$ cat config.mk
export PLATFORM = sky130hd
export DESIGN_NAME = otter_fetch_queue
export DESIGN_NICKNAME = d
export VERILOG_FILES = /design/src/rtl/otter_fetch_pkg.sv /design/src/rtl/otter_sync_fifo.sv /design/src/rtl/otter_fetch_queue.sv
export SDC_FILE = /design/constraint.sdc
export NUM_CORES = 1
export LEC_CHECK = 0
export CAP_MARGIN = 15
export CORE_UTILIZATION = 50
export DETAILED_ROUTE_END_ITERATION = 8
export PLACE_DENSITY = 0.71
export REMOVE_ABC_BUFFERS = 1
export SYNTH_ARGS = -nofsm -noshare
export SYNTH_HDL_FRONTEND = slang
export SYNTH_SLANG_ARGS = --single-unit
export TNS_END_PERCENT = 50
$ cat constraint.sdc
create_clock -name CLK -period 4.1 [get_ports CLK]
set_clock_uncertainty 0.15 [all_clocks]
set_input_delay 0.615 -clock CLK [delete_from_list [all_inputs] [get_ports CLK]]
set_output_delay 0.615 -clock CLK [all_outputs]
set_load 0.05 [all_outputs]
$ cat src/rtl/otter_fetch_pkg.sv
// otter_fetch_pkg: shared types and helpers for the OTTER decoupled fetch front end
package otter_fetch_pkg;
  localparam int FETCH_XLEN = 32;
  localparam logic [31:0] NOP_INSTR = 32'h0000_0013;
  typedef struct packed {
    logic [FETCH_XLEN-1:0] pc;
    logic [31:0] instr;
  } fetch_entry_t;
  function automatic logic [FETCH_XLEN-1:0] word_align(input logic [FETCH_XLEN-1:0] a);
    return {a[FETCH_XLEN-1:2], 2'b00};
  endfunction
endpackage

$ cat src/rtl/otter_sync_fifo.sv
// otter_sync_fifo: circular-buffer FIFO with flush, count and async active-low reset
module otter_sync_fifo #(
  parameter int WIDTH = 64,
  parameter int DEPTH = 4
) (
  input  logic                       CLK,
  input  logic                       RESET_N,
  input  logic                       flush,
  input  logic                       push,
  input  logic                       pop,
  input  logic [WIDTH-1:0]           wdata,
  output logic [WIDTH-1:0]           rdata,
  output logic [$clog2(DEPTH+1)-1:0] count
);
  localparam int AW = $clog2(DEPTH);
  localparam int CW = $clog2(DEPTH+1);
  logic [WIDTH-1:0] mem [DEPTH];
  logic [AW-1:0] head, tail;
  assign rdata = mem[head];
  always_ff @(posedge CLK)
    if (push && !flush) mem[tail] <= wdata;
  always_ff @(posedge CLK or negedge RESET_N)
    if (!RESET_N) begin
      head  <= '0;
      tail  <= '0;
      count <= '0;
    end else if (flush) begin
      head  <= '0;
      tail  <= '0;
      count <= '0;
    end else begin
      tail  <= push ? tail + 1'b1 : tail;
      head  <= pop ? head + 1'b1 : head;
      count <= count + CW'(push) - CW'(pop);
    end
endmodule

$ cat src/rtl/otter_fetch_queue.sv
// otter_fetch_queue: PC generator, multi-outstanding imem request port and prefetch queue to decode
module otter_fetch_queue
  import otter_fetch_pkg::*;
#(
  parameter int              XLEN            = 32,
  parameter int              DEPTH           = 4,
  parameter int              MAX_OUTSTANDING = 2,
  parameter logic [XLEN-1:0] RESET_VEC       = '0
) (
  input  logic            CLK,
  input  logic            RESET_N,
  input  logic            redirect_valid,
  input  logic [XLEN-1:0] redirect_pc,
  output logic            imem_req_valid,
  input  logic            imem_req_ready,
  output logic [XLEN-1:0] imem_req_addr,
  input  logic            imem_rsp_valid,
  input  logic [31:0]     imem_rsp_data,
  output logic            id_valid,
  input  logic            id_ready,
  output logic [XLEN-1:0] id_pc,
  output logic [31:0]     id_instr
);
  localparam int OCW = $clog2(DEPTH+1);
  localparam int OW  = $clog2(MAX_OUTSTANDING+1);
  localparam int SW  = OCW + OW;
  logic [XLEN-1:0] fetch_pc, rsp_pc;
  logic [OW-1:0] outstanding, drop_cnt;
  logic [OCW-1:0] occupancy;
  logic [SW-1:0] slots_used;
  logic issue, rsp_ok, push, pop;
  fetch_entry_t head;
  // requests still owed a drop are not counted against queue space
  assign slots_used     = SW'(occupancy) + SW'(outstanding) - SW'(drop_cnt);
  assign imem_req_valid = RESET_N && !redirect_valid && outstanding < OW'(MAX_OUTSTANDING) && slots_used < SW'(DEPTH);
  assign imem_req_addr  = fetch_pc;
  assign issue          = imem_req_valid && imem_req_ready;
  assign rsp_ok         = imem_rsp_valid && outstanding != '0;
  assign push           = rsp_ok && drop_cnt == '0 && !redirect_valid;
  assign id_valid       = RESET_N && occupancy != '0 && !redirect_valid;
  assign pop            = id_valid && id_ready;
  assign id_pc          = occupancy != '0 ? head.pc : '0;
  assign id_instr       = occupancy != '0 ? head.instr : '0;
  otter_sync_fifo #(.WIDTH($bits(fetch_entry_t)), .DEPTH(DEPTH)) u_fifo (
    .CLK    (CLK),
    .RESET_N(RESET_N),
    .flush  (redirect_valid),
    .push   (push),
    .pop    (pop),
    .wdata  (fetch_entry_t'{pc: rsp_pc, instr: imem_rsp_data}),
    .rdata  (head),
    .count  (occupancy)
  );
  always_ff @(posedge CLK or negedge RESET_N)
    if (!RESET_N) begin
      fetch_pc    <= RESET_VEC;
      rsp_pc      <= RESET_VEC;
      outstanding <= '0;
      drop_cnt    <= '0;
    end else begin
      fetch_pc    <= redirect_valid ? word_align(redirect_pc) : issue ? fetch_pc + XLEN'(4) : fetch_pc;
      rsp_pc      <= redirect_valid ? word_align(redirect_pc) : push ? rsp_pc + XLEN'(4) : rsp_pc;
      outstanding <= outstanding + OW'(issue) - OW'(rsp_ok);
      // on redirect, everything still in flight after this edge becomes stale
      drop_cnt    <= redirect_valid ? outstanding - OW'(rsp_ok) : drop_cnt - OW'(rsp_ok && drop_cnt != '0);
    end
  assert property (@(posedge CLK) disable iff (!RESET_N) !(imem_rsp_valid && outstanding == '0));
endmodule

==> impl_metrics.ini <==
[outcome]
status = complete, no violations

[worst_setup_path]
cp_common_cell = inv_1
critPathMaxStageDelay_ns = 0.61
required_ns = 3.34
arrival_ns = 3.23
cp_cell_sequence = inv_1 > fa_1 > inv_1 > ha_1 > and3b_1 > or4b_4 > a2111oi_4 > buf_4 > buf_12
crit_type = flip-flop to primary output
slowest_stage = or4b_4
rrSetupSlack_ns = 0.40
cp-start-kind = flip-flop
cp-end-kind = primary output
crit_fanout = 6

[grt]
grt_max_degree = 60
track_usage_pct = 21.7
antenna_found_initial = 0
grt_pass1_vias = 8391
grt_pass1_wl_mm = 46.7
grt_overflow = 0

[placed_design]
numPortBuffers = 161
dpl.cell_count = 1347
dp_hpwl_mm = 18.7
place_congestion = 0.796

[yosys]
synthArstFlopShare_pct = 22.3
synth_top_area_cell = edfxtp_1
ys_seq_area_share_pct = 66.9
synth-edff-count = 248
ys_types = 55
synth_flop_cell = edfxtp_1
syn_area_per_cell_um2 = 15.9
yosys_warnings = 0
netlist_top_cells_area = edfxtp_1 (54%), dfrtp_1 (13%), mux4_2 (10%), nor2b_1 (3.0%), xnor2_1 (1.7%)
synth_commonest_cells = edfxtp_1 (248), dfrtp_1 (71), nor2b_1 (66), mux4_2 (62), nand2_1 (35)
netlist_area_um2 = 13800
yosysMostFrequentCell = edfxtp_1
synthCells = 865
yosys_register_bits = 319
netlist.area_leader.share_pct = 54.0

[detailed_routing]
via_per_inst = 5.69
first_iter_violations = 564
firstDrtPassIters = 5
wl_mm = 29.8
drc = 0
wire_per_inst_um = 21.1
via_count = 8055
ant_nets = 0

[timing]
finalSetupTns_ns = 0
hold_viol = 0
min_period_over_period_pct = 97.3
grt_setup_unrepaired = no
setup_viol = 0
max_freq_mhz = 251
period_needed_ns = 3.99
final_max_slew_viol_count = 0
slew_headroom_pct = 37.4
worst_pin_slew_ns = 0.932

[power_and_ir_drop]
p_sw_share_pct = 32.3
combPwrFrac_pct = 27.0
total_power_mw = 9.32
p_int_mw = 6.31
power.density_nw_per_um2 = 547
pwr-share-seq_pct = 41.8
pwr-share-clk_pct = 31.1
power.net_switching_mw = 3.01
vdd_ir_drop_max_mv = 0.320
p_leak_nw = 5.72

[cells_and_area]
area_delta_synth_final_pct = 23.5
finalNonFillerCells = 1415
drive_above_1_share_pct = 15.9
antenna-diode-count = 0
fin_nets = 1136
finalCoreUtilization_pct = 63.0

[floorplan]
die_area_um2 = 28200
start_util_pct = 51.0
io_pins = 168
die_y_um = 168
fp.dieW_um = 168
std_cell_rows = 60
core-area_um2 = 27000

[flow_run]
drv_cap = 0

[clock_tree]
cts_sinks = 319
root_buffer = clkbuf_16
cts_buffers = 35
cts_tree = done
clock_insertion_delay_worst_skew_ns = 0.50
clkTransAtPathRegs_ns = 0.06
htree_levels = 2
cts_buffer_depth = 3

[worst_hold_path]
hp-class = flip-flop to flip-flop
[cell usage in the layout, fill, tap and decap left out, drive strengths merged, types with 16 or more instances in the layout]
| cell type | n |
|---|---|
| edfxtp | 248 |
| clkdlybuf4s50 | 158 |
| dfrtp | 71 |
| nor2b | 66 |
| mux4 | 62 |
| clkbuf | 47 |
| nand2 | 35 |
| inv | 30 |
| buf | 29 |
| xnor2 | 27 |
| nand4 | 24 |
| nand3 | 24 |
| nor2 | 22 |
| xor2 | 17 |
| nor4 | 17 |
| ha | 16 |
| o21ai | 16 |
[layout make-up]
| type | count | area, um2 |
|---|---|---|
| clock buffers | 47 | 952 |
| clock inverters | 16 | 111 |
| fillers | 1975 | 9990 |
| well taps | 341 | 427 |
| inverters | 27 | 101 |
| multi-input cells | 477 | 4310 |
| repair buffers | 188 | 1900 |
| flip-flops and latches | 319 | 9230 |
[through the flow]
step,hold WS (ns),worst slack (ns),cell area [um2]
after floorplan,0.169,-1.44,13600
final,0.378,0.109,17000
after detailed placement,0.369,0.295,15900
after CTS,0.381,0.0411,17000
after global placement,0.368,0.251,15900
after global routing,0.416,0.00105,17000
[what timing repair did]
action | in CTS | in global routing
hold buffers | 1 | 0
buffers inserted | 0 | 4
endpoints found under the setup margin | 1 | 1
gates resized for setup | 4 | 1
pin swaps | 0 | 1
endpoints found under the hold margin | 12 | 0
[logic make-up after synthesis]
kind of cell / Yosys count / synth area share (%)
XOR/XNOR: 44 / 2.80
multiplexers: 90 / 12.3
other: 1 / 0.0272
AO/OA/AOI/OAI: 72 / 3.79
buffers and inverters: 72 / 2.18
AND/OR/NAND/NOR: 249 / 10.3
flip-flops: 319 / 66.9
adder cells (fa/ha/maj): 18 / 1.74
[critical path: cells and delay by family (launching register included)]
kind | cells | cell delay [ns]
compound gates | 1 | 0.33
fa+ha+maj | 2 | 0.75
buf+inv | 4 | 0.46
flops | 1 | 0.40
simple gates | 2 | 0.79
[per-layer routing]
metal	up-vias	part of all wire, %	GRT usage [%]
met5	-	0	0
met4	0	1.8	6.17
met3	36	4.9	3.48
met2	223	49	35.9
met1	4085	45	29.9
li1	3711	-	-
[final timing paths]
kind	start	to	depth (start not counted)
min in group asynchronous	RESET_N	imem_req_addr[5]$_DFFE_PN0P_	2
min reg2reg	imem_req_addr[31]$_DFFE_PN0P_	imem_req_addr[31]$_DFFE_PN0P_	1
max reg2reg	u_fifo.count[1]$_DFF_PN0_	outstanding[1]$_DFF_PN0_	14
min	imem_req_addr[31]$_DFFE_PN0P_	imem_req_addr[31]$_DFFE_PN0P_	1
max	u_fifo.count[1]$_DFF_PN0_	imem_req_valid	9
max in group asynchronous	RESET_N	u_fifo.head[0]$_DFFE_PN0P_	3
[flip-flops by register name, summed over array words and instances (netlist names)]
register       cells
drop_cnt           2
imem_req_addr     30
outstanding        2
rsp_pc            30
u_fifo.count       3
u_fifo.head        2
u_fifo.mem       248
u_fifo.tail        2
[power by group through the flow]
stage          Combinational (mW)  Clock (mW)  Sequential, mW
3_5_place_dp                 2.48           0            3.96
4_1_cts                      2.50        2.96            3.90
5_1_grt                      2.69        3.09            3.92
3_3_place_gp                 2.47           0            3.95
6_report                     2.52        2.90            3.90
2_1_floorplan                1.48           0            4.04
No activity file was read; power rests on OpenSTA's default activity.
